$ cat config.mk
export PLATFORM = sky130hd
export DESIGN_NAME = rob_controller
export DESIGN_NICKNAME = d
export VERILOG_FILES = /design/src/rtl/rob_controller.sv
export SDC_FILE = /design/constraint.sdc
export NUM_CORES = 1
export LEC_CHECK = 0
export CORE_ASPECT_RATIO = 1.2
export CORE_UTILIZATION = 55
export DETAILED_ROUTE_END_ITERATION = 8
export PLACE_DENSITY_LB_ADDON = 0.08
export SYNTH_ARGS = -nofsm -noshare
export SYNTH_HDL_FRONTEND = slang
export SYNTH_SLANG_ARGS = --single-unit
export TNS_END_PERCENT = 5
$ cat constraint.sdc
create_clock -name clk -period 3 [get_ports clk]
set_clock_uncertainty 0.1 [all_clocks]
set_input_delay 0.45 -clock clk [delete_from_list [all_inputs] [get_ports clk]]
set_output_delay 0.45 -clock clk [all_outputs]
set_load 0.005 [all_outputs]
$ cat src/rtl/rob_controller.sv
// Four-entry reorder buffer: in-order dispatch, out-of-order writeback, in-order retire.
// Drives rename-table update/clear strobes and the register-file commit port.
module rob_controller #(
    parameter int DATA_W = 8
) (
    input  logic              clk,
    input  logic              rst_n,
    input  logic              disp_valid,
    input  logic [2:0]        disp_dest,
    output logic              disp_ready,
    input  logic              wb_valid,
    input  logic [1:0]        wb_rob_idx,
    input  logic [DATA_W-1:0] wb_data,
    output logic              rat_update_en,
    output logic [2:0]        rat_dest_reg,
    output logic [1:0]        rat_rob_tail,
    output logic              rat_commit_en,
    output logic [2:0]        rat_commit_reg,
    output logic              commit_valid,
    output logic [2:0]        commit_reg,
    output logic [DATA_W-1:0] commit_data,
    output logic [1:0]        commit_rob_idx,
    output logic [2:0]        occupancy
);

    logic [3:0]        r_valid;
    logic [3:0]        r_done;
    logic [2:0]        r_dest [4];
    logic [DATA_W-1:0] r_data [4];
    logic [1:0]        r_head;
    logic [1:0]        r_tail;
    logic [2:0]        r_count;

    logic w_fire;
    logic w_commit;
    logic w_wb_ok;
    logic w_alias;

    assign disp_ready = (r_count != 3'd4);
    assign w_fire     = disp_valid && disp_ready;
    assign w_commit   = r_valid[r_head] && r_done[r_head];
    // a result aimed at the retiring head changes nothing: it is already done
    assign w_wb_ok    = wb_valid && r_valid[wb_rob_idx] && !(w_commit && (wb_rob_idx == r_head));

    // a younger in-flight writer of the same register keeps the rename mapping alive
    always_comb begin
        w_alias = 1'b0;
        for (int i = 0; i < 4; i++) begin
            if ((2'(i) != r_head) && r_valid[i] && (r_dest[i] == r_dest[r_head]))
                w_alias = 1'b1;
        end
    end

    assign rat_update_en  = w_fire;
    assign rat_dest_reg   = disp_dest;
    assign rat_rob_tail   = r_tail;
    assign rat_commit_en  = w_commit && !w_alias;
    assign rat_commit_reg = r_dest[r_head];
    assign commit_valid   = w_commit;
    assign commit_reg     = r_dest[r_head];
    assign commit_data    = r_data[r_head];
    assign commit_rob_idx = r_head;
    assign occupancy      = r_count;

    always_ff @(posedge clk or negedge rst_n) begin
        if (!rst_n) begin
            r_valid <= 4'b0;
            r_done  <= 4'b0;
            r_head  <= 2'd0;
            r_tail  <= 2'd0;
            r_count <= 3'd0;
            for (int i = 0; i < 4; i++) begin
                r_dest[i] <= 3'd0;
                r_data[i] <= '0;
            end
        end else begin
            if (w_wb_ok) begin
                r_done[wb_rob_idx] <= 1'b1;
                r_data[wb_rob_idx] <= wb_data;
            end
            if (w_commit) begin
                r_valid[r_head] <= 1'b0;
                r_done[r_head]  <= 1'b0;
                r_head          <= r_head + 2'd1;
            end
            if (w_fire) begin
                r_valid[r_tail] <= 1'b1;
                r_done[r_tail]  <= 1'b0;
                r_dest[r_tail]  <= disp_dest;
                r_tail          <= r_tail + 2'd1;
            end
            r_count <= r_count + {2'b00, w_fire} - {2'b00, w_commit};
        end
    end

endmodule
Word-level counts from Yosys, hierarchy flattened
Index checks and enable logic that the tools add are counted.

word-level totals
  memories = 0
  bits in registers = 59
  latch bits = 0
  memory bits (read-only) = 0
  word-level logic and storage cells = 102
  input bits = 17
  RAM bits = 0

operators by class
  magnitude comparators = 11
  $add $sub $neg = 4
  shift-type cells = 0
  mux-type cells = 33
  equality and inequality tests = 9
  reduce and logical (&&, ||, !) cells = 22
  div/mod/pow operators = 0
  multipliers = 0
  bitwise operators = 10

operator list
  kind                                                 number
  bitwise mux 32 bit                                   1
  two-way mux 8 bit                                    3
  two-way mux 4 bit                                    5
  logical AND 1 bit                                    19
  binary-select mux 8 bit (select 2 bit)               1
  demux 8 bit (select 2 bit)                           1
  bitwise AND 4 bit                                    3
  bitwise mux 12 bit                                   1
  equality test 3 bit                                  4
  two-way mux 1 bit                                    10
  >= comparator 3 bit, second input constant           3
  < comparator 2 x 3 -> 1 bit, second input constant   3
  two-way mux 3 bit                                    3
  inverter 2 -> 3 bit                                  3
  inverter 4 bit                                       2
  OR 4 bit                                             2
  binary-select mux 1 bit (select 2 bit)               3
  binary-select mux 3 bit (select 2 bit)               1
  demux 1 bit (select 2 bit)                           3
  demux 3 bit (select 2 bit)                           1
  >= comparator 2 x 1 -> 1 bit, second input constant  3
  < comparator 3 x 1 -> 1 bit, second input constant   2
  adder 2 x 1 -> 2 bit, second input constant          2
  inequality test 2 bit, first input constant          2
  other kinds (7)                                      8

Longest topological paths before layout
Gate-level depths: netlist (run 1).

  word-level depth = 12
  depth in mapped cells = 11
  depth with buffers taken out = 9

Least setup slack after synthesis (run 1)
OpenSTA, ideal clock, no wires.

  path kind = register to register
  start = register r_head[0], in the netlist commit_rob_idx[0]
  end = register r_count[2], in the netlist occupancy[2]
  path buffers = 1
  slack = 0.368 ns
  period minus slack after synthesis = 2.632 ns
  data arrival time = 2.409 ns
  cell stages (with the launch flop) = 11
  path through = dfrtp_1 > and3_2 > a311oi_2 > and2b_2 > buf_6 > ha_1 > inv_1 > ha_1 > fa_1 > xnor2_1 > xnor2_1

between the ends
  word-level cells in the longest chain between the ends = 4
  elaborated cells on any way between the ends = 6
  classes of those cells = 1 x add/sub; 4 x mux; 1 x reduce/logical

ends and longest elaborated chain
  item                                     RTL line  RTL
  start: declaration                       30        logic [1:0] r_head;
  start signal: assignment                 84        r_head <= r_head + 2'd1;
  binary-select mux 1 bit (select 2 bit)   41        assign w_commit = r_valid[r_head] && r_done[r_head];
  two-way mux 1 bit (not written as such)  41
  logical AND 1 bit (*)                    41
  net commit_valid                         19        output logic commit_valid,
  subtractor 3 x 1 -> 3 bit (*)            92        r_count <= r_count + {2'b00, w_fire} - {2'b00, w_commit};
  end signal: assignment                   92
  end: declaration                         32        logic [2:0] r_count;

The timed path passes the listed nets; every way through them passes the cells marked *. The select of a mux whose other input is x is not followed.
A chain may end at the register's enable or synchronous reset.

Worst setup path in the final report (run 1)
  start = register r_head[1], in the netlist commit_rob_idx[1]
  end = register r_count[2], in the netlist occupancy[2]

between the ends
  word-level cells in the longest chain between the ends = 4
  elaborated cells on any way between the ends = 6
  classes of those cells = 1 x add/sub; 4 x mux; 1 x reduce/logical

ends and longest elaborated chain
  item                                     RTL line
  binary-select mux 1 bit (select 2 bit)   41
  two-way mux 1 bit (not written as such)  41
  logical AND 1 bit (*)                    41
  subtractor 3 x 1 -> 3 bit (*)            92

Mark *: on every way between the ends. The rest lies on a longest branch, timed or not. The select of a mux whose other input is x is not followed.

==> results.py, run 1 <==
metrics = {
    "synth": {
        "synth-seq-cells": 59,
        "synthDistinctLibCells": 44,
        "synth_edf_count": 0,
        "ys_warn_count": 0,
        "syn-mean-instance-area_um2": 12.6,
        "synthesis.nets": 289,
        "async_reset_ff_share_pct": 100,
        "synth_seq_area_share_pct": 45.0,
        "ys.flop_type": "dfrtp_1",
        "synthesis.instances": 261,
        "synth.cell_area_um2": 3280,
    },
    "placement": {
        "dp_slack_ns": 0.218,
        "io_buffers": 44,
        "dp.cells": 370,
        "hpwl_um": 4900,
        "gp_congestion": 0.839,
    },
    "clock_tree": {
        "cts_root_buffer": "clkbuf_8",
        "clock_latency_ns": 0.33,
        "ctsHoldBuffers": 0,
        "clock-sinks": 59,
        "cts_buffers": 9,
        "cts_max_level": 3,
        "tritoncts": "yes",
        "clock_path_buffers": 2,
        "clkTransAtPathRegs_ns": 0.07,
    },
    "drt": {
        "final_antenna_net_count": 0,
        "avgViaCountPerCell": 5.60,
        "drc": 0,
        "num_vias": 2180,
        "wl_per_cell_um": 17.3,
        "firstDrtPassIters": 4,
        "wl_um": 6740,
        "drt_iter0_markers": 210,
    },
    "critical_path": {
        "end_kind": "flop",
        "reg2reg_setup_slack_ns": 0.21,
        "cp_common_cell": "buf_4",
        "r2r-end": "occupancy[2]",
        "cp_max_fo": 8,
        "r2r_cells": 11,
        "critPathTopFamily": "adder cells",
        "cpMaxStageDelayCell": "dfrtp_2",
        "cp_slowest_stage_delay_ns": 0.45,
        "r2r-start": "commit_rob_idx[1]",
        "crit_buf_inv": 4,
        "crit_arrival_ns": 2.95,
        "cp-start-kind": "flop",
        "path_class": "flop to flop",
        "required_ns": 3.16,
        "worstPathCellList": "buf_4 > buf_4 > a311oi_2 > and2b_4 > buf_4 > ha_1 > inv_1 > ha_1 > fa_1 > xnor2_1 > xnor2_1",
    },
    "power": {
        "leakage_nw": 1.71,
        "power.density_nw_per_um2": 1240,
        "total_power_mw": 4.93,
        "ir_drop_mv": 0.610,
    },
    "floorplan": {
        "coreArea_um2": 5710,
        "ios": 45,
        "die_w_um": 72.5,
        "die_y_um": 86.6,
        "start_util_pct": 57.5,
        "std_cell_rows": 30,
        "die_area_um2": 6280,
    },
    "sta": {
        "slew_violations": 0,
        "tns_ns": 0,
        "worst_slew_pin_slew_ns": 0.738,
        "finalSetupViolCount": 0,
        "rsz0062_at_grt": "no",
        "postLayoutSetupSlackWorst_ns": 0.211,
        "hold_violations": 0,
        "fmax_mhz": 359,
        "finalCritPeriodShare_pct": 93.0,
        "period_minus_slack_ns": 2.79,
        "hold-worst-slack_ns": 0.0756,
        "slew_headroom_pct": 50.8,
    },
    "finish": {
        "multi_input_area_um2": 1640,
        "syn_to_final_growth_pct": 21.6,
        "register_area_um2": 1480,
        "final_cells": 389,
        "layout.nets": 332,
        "num_antenna_cells": 0,
        "drive_above_1_share_pct": 30.7,
        "nFillCells": 431,
    },
    "global_route": {
        "gr-total-overflow": 0,
        "antenna_found_initial": 0,
        "grt_pass1_vias": 2165,
        "grt_max_degree": 35,
        "grt_use_total_pct": 23.8,
        "grt_pass1_wl_um": 11000,
    },
    "min_path": {
        "hold_class": "input pin to async pin",
    },
    "flow_run": {
        "cap_viol_max_count": 0,
    },
    "run_status": {
        "status": "finished, final reports clean",
    },
}
==> registers in the layout, indices dropped and copies added (netlist names) <==
register	flops
r_data	32
commit_rob_idx	2
occupancy	3
r_valid	4
r_dest	12
r_done	4
rat_rob_tail	2
==> how the worst max path moves through the flow <==
stage / start / to / cells after the start
3_5_place_dp: commit_rob_idx[0] / rat_commit_en / 7
5_1_grt: commit_rob_idx[1] / occupancy[2] / 11
4_1_cts: commit_rob_idx[0] / rat_commit_en / 7
6_report: commit_rob_idx[1] / occupancy[2] / 11
2_1_floorplan: commit_rob_idx[0] / occupancy[2] / 10
3_3_place_gp: commit_rob_idx[0] / rat_commit_en / 7
==> worst reg2reg max path, stage by stage (launching register included) <==
cell      delay, ns
dfrtp_2        0.45
buf_4          0.15
buf_4          0.15
a311oi_2       0.28
and2b_4        0.25
buf_4          0.16
ha_1           0.27
inv_1          0.04
ha_1           0.18
fa_1           0.38
xnor2_1        0.18
xnor2_1        0.13
==> per-stage QoR <==
step	utilization, %	area, um^2
finish	69.9	3990
global route	69.9	3990
CTS	68.9	3930
detailed placement	65.5	3730
global placement	65.5	3730
floorplan	-	3280
==> layer usage <==
metal  vias to the layer above  share of wire (%)  track usage, %
li1                       1004                  -               -
met5                         -                  0               0
met2                        57                 49            37.7
met3                        10                3.0            4.53
met4                         0                1.3            9.27
met1                      1109                 47            32.6
==> cells by family (layout without fill, tap and decap cells) <==
kind of cell | Yosys count | count (layout) | share of synthesized area (%)
compound gates | 31 | 31 | 7.59
xor+xnor | 27 | 27 | 7.21
fa+ha+maj | 11 | 11 | 4.43
buf+inv | 37 | 85 | 6.10
flops | 59 | 59 | 45.0
mux | 60 | 60 | 23.4
simple gates | 36 | 36 | 6.22
==> where the power goes <==
group | leakage (nW) | internal, mW | switching, mW
sequential | 0.694 | 1.21 | 0.394
clock | 0.0884 | 0.342 | 0.311
combinational | 0.932 | 1.58 | 1.09
total | 1.71 | 3.13 | 1.79
==> timing repair <==
item                       4_1_cts  5_1_grt
pin swaps                        0        1
resized for setup                6        7
setup endpoints to repair        1        1
buffers inserted                 0        3
hold endpoints to repair         0        0
==> cells in the mapped netlist, drive strengths merged (2+ instances only) <==
cell type	number	area, um^2
mux2	44	495
ha	10	125
mux2i	7	70.1
dfrtp	59	1480
xnor2	10	87.6
inv	12	45.0
xor2	17	149
nor2b	4	25.0
o21ai	5	25.0
a222oi	2	20.0
a21oi	5	25.0
and3	3	21.3
buf	16	121
nand2b	2	12.5
a211oi	4	30.0
clkbuf	9	33.8
nand2	15	56.3
nand3	3	20.0
a31oi	2	27.5
nand4	2	18.8
o211ai	2	20.0
nor4	2	12.5
mux4	9	203
a22o	4	35.0
o211a	2	20.0
==> cell usage in the layout (no fill, tap or decap), types with 9 or more instances in the layout <==
master,n
buf_4,12
clkbuf_8,11
clkdlybuf4s50_1,42
dfrtp_1,57
ha_1,10
inv_1,12
mux2_2,44
mux4_2,9
nand2_1,15
xnor2_1,10
xor2_1,17
==> area by class of cell <==
cell class              instances  share of cell area [%]
well taps                      80                    2.51
clock inverters                 4                   0.628
flip-flops and latches         59                    37.1
repair buffers                 57                    13.7
clock buffers                  12                    3.89
multi-input cells             165                    41.0
inverters                      12                    1.13
Power figures use the tool's default switching activity.
==> run 2: changes to the inputs <==
GPL_ROUTABILITY_DRIVEN = 0   (was default)
SETUP_SLACK_MARGIN = 0.4   (was default)
==> results.py, run 2 (synthesis results as in run 1) <==
metrics = {
    "run_status": {
        "status": "finished, final reports clean",
    },
    "sta": {
        "finalSetupViolCount": 0,
        "postLayoutSetupSlackWorst_ns": 0.377,
        "fmax_mhz": 381,
        "slew_headroom_pct": 51.9,
        "worst_slew_pin_slew_ns": 0.721,
        "finalCritPeriodShare_pct": 87.4,
        "tns_ns": 0,
        "slew_violations": 0,
        "hold_violations": 0,
        "period_minus_slack_ns": 2.62,
        "rsz0062_at_grt": "yes",
    },
    "critical_path": {
        "crit_arrival_ns": 2.74,
        "end_kind": "flop",
        "cpMaxStageDelayCell": "dfrtp_2",
        "path_class": "flop to flop",
        "required_ns": 3.11,
        "cp-start-kind": "flop",
        "cp_slowest_stage_delay_ns": 0.45,
        "cp_max_fo": 4,
        "worstPathCellList": "buf_6 > and3_4 > a311oi_2 > and2b_2 > buf_6 > ha_4 > inv_2 > ha_4 > fa_2 > xnor2_2 > xnor2_1",
    },
    "drt": {
        "num_vias": 2196,
        "drc": 0,
        "wl_per_cell_um": 16.8,
        "drt_iter0_markers": 71,
        "final_antenna_net_count": 0,
        "wl_um": 6710,
        "firstDrtPassIters": 4,
        "avgViaCountPerCell": 5.50,
    },
    "clock_tree": {
        "clock-sinks": 59,
        "tritoncts": "yes",
        "clkTransAtPathRegs_ns": 0.07,
        "clock_path_buffers": 2,
        "cts_max_level": 3,
        "cts_root_buffer": "clkbuf_8",
        "ctsHoldBuffers": 0,
        "clock_latency_ns": 0.33,
        "cts_buffers": 9,
    },
    "finish": {
        "syn_to_final_growth_pct": 25.4,
        "num_antenna_cells": 0,
        "drive_above_1_share_pct": 35.4,
        "nFillCells": 437,
        "final_cell_mix": "57 x dfrtp_1, 44 x mux2_2, 41 x clkdlybuf4s50_1, 18 x buf_4, 17 x xor2_1",
        "layout.nets": 342,
        "multi_input_area_um2": 1680,
        "register_area_um2": 1480,
        "largest_reg_flops": 32,
        "final_common_cell": "dfrtp_1",
        "largestRegisters": "r_data (32), r_dest (12)",
        "top_register": "r_data",
        "final_cells": 399,
        "finalCoreUtilization_pct": 72.1,
    },
    "floorplan": {
        "die_y_um": 86.6,
        "std_cell_rows": 30,
        "die_area_um2": 6280,
        "ios": 45,
        "coreArea_um2": 5710,
        "start_util_pct": 57.5,
        "die_w_um": 72.5,
    },
    "power": {
        "ir_drop_mv": 0.610,
        "leakage_nw": 1.75,
        "power.density_nw_per_um2": 1240,
    },
    "placement": {
        "io_buffers": 44,
        "dp_slack_ns": 0.174,
        "hpwl_um": 4860,
        "dp.cells": 368,
    },
    "min_path": {
        "hold_class": "input pin to async pin",
    },
    "global_route": {
        "antenna_found_initial": 0,
        "grt_use_total_pct": 24.0,
        "gr-total-overflow": 0,
        "grt_max_degree": 34,
        "grt_pass1_wl_um": 11100,
        "grt_pass1_vias": 2209,
    },
    "flow_run": {
        "cap_viol_max_count": 0,
    },
}
-- run 2: changes by cell type in the layout (fill, tap and decap cells not counted), sizes merged --
cell	delta
buf	+10
clkbuf	+3
clkdlybuf4s50	-1
dlygate4sd2	+1
dlymetal6s2s	-1
inv	-2
-- run 2: final cells by class --
| type | count | area share [%] |
|---|---|---|
| Multi-Input combinational cell | 165 | 40.9 |
| Clock inverter | 2 | 0.243 |
| Sequential cell | 59 | 36.0 |
| Clock buffer | 14 | 3.95 |
| Tap cell | 80 | 2.43 |
| Timing Repair Buffer | 67 | 15.2 |
| Inverter | 12 | 1.28 |
-- run 2: metal layers --
layer	GRT usage, %	vias up	part of all wire, %
met4	9.27	0	1.1
met3	4.88	6	2.9
met1	31.9	1116	44
li1	-	1028	-
met2	38.9	46	52
met5	0	-	0
-- run 2: per-stage QoR --
stage | power [mW] | cell area (um^2) | hold WS [ns]
after floorplan | 3.24 | 3280 | 0.0544
after global placement | 4.07 | 3720 | 0.383
after detailed placement | 4.11 | 3720 | 0.392
after CTS | 4.87 | 3970 | 0.100
after global routing | 5.49 | 4110 | 0.136
final | 5.11 | 4110 | 0.0745
-- run 2: what timing repair did --
action,4_1_cts,5_1_grt
pin swaps,2,8
gates resized for setup,7,21
setup buffers,8,7
setup endpoints to repair,9,4
-- run 2: worst paths after layout --
kind	to	depth (start not counted)	slack, ns	start
max	occupancy[2]	11	0.38	commit_rob_idx[0]
max reg2reg	occupancy[2]	11	0.38	commit_rob_idx[0]
max in group asynchronous	r_data[18]	2	2.03	rst_n
min reg2reg	r_data[9]	1	0.40	r_data[9]
min	occupancy[1]	1	0.07	rst_n
min in group clk	r_data[9]	1	0.40	r_data[9]
-- run 2: where the power goes --
group / switching [mW] / total, mW / internal, mW
Sequential: 0.400 / 1.61 / 1.21
Clock: 0.290 / 0.633 / 0.343
Combinational: 1.14 / 2.87 / 1.73
Total: 1.83 / 5.11 / 3.28
-- run 2: critical path, delay by kind of cell, from the launching register on --
family	cells	cell delay, ns
AND/OR/NAND/NOR	2	0.42
XOR/XNOR	2	0.27
buffers and inverters	3	0.30
adder cells (fa/ha/maj)	3	0.76
flip-flops	1	0.45
AO/OA/AOI/OAI	1	0.20
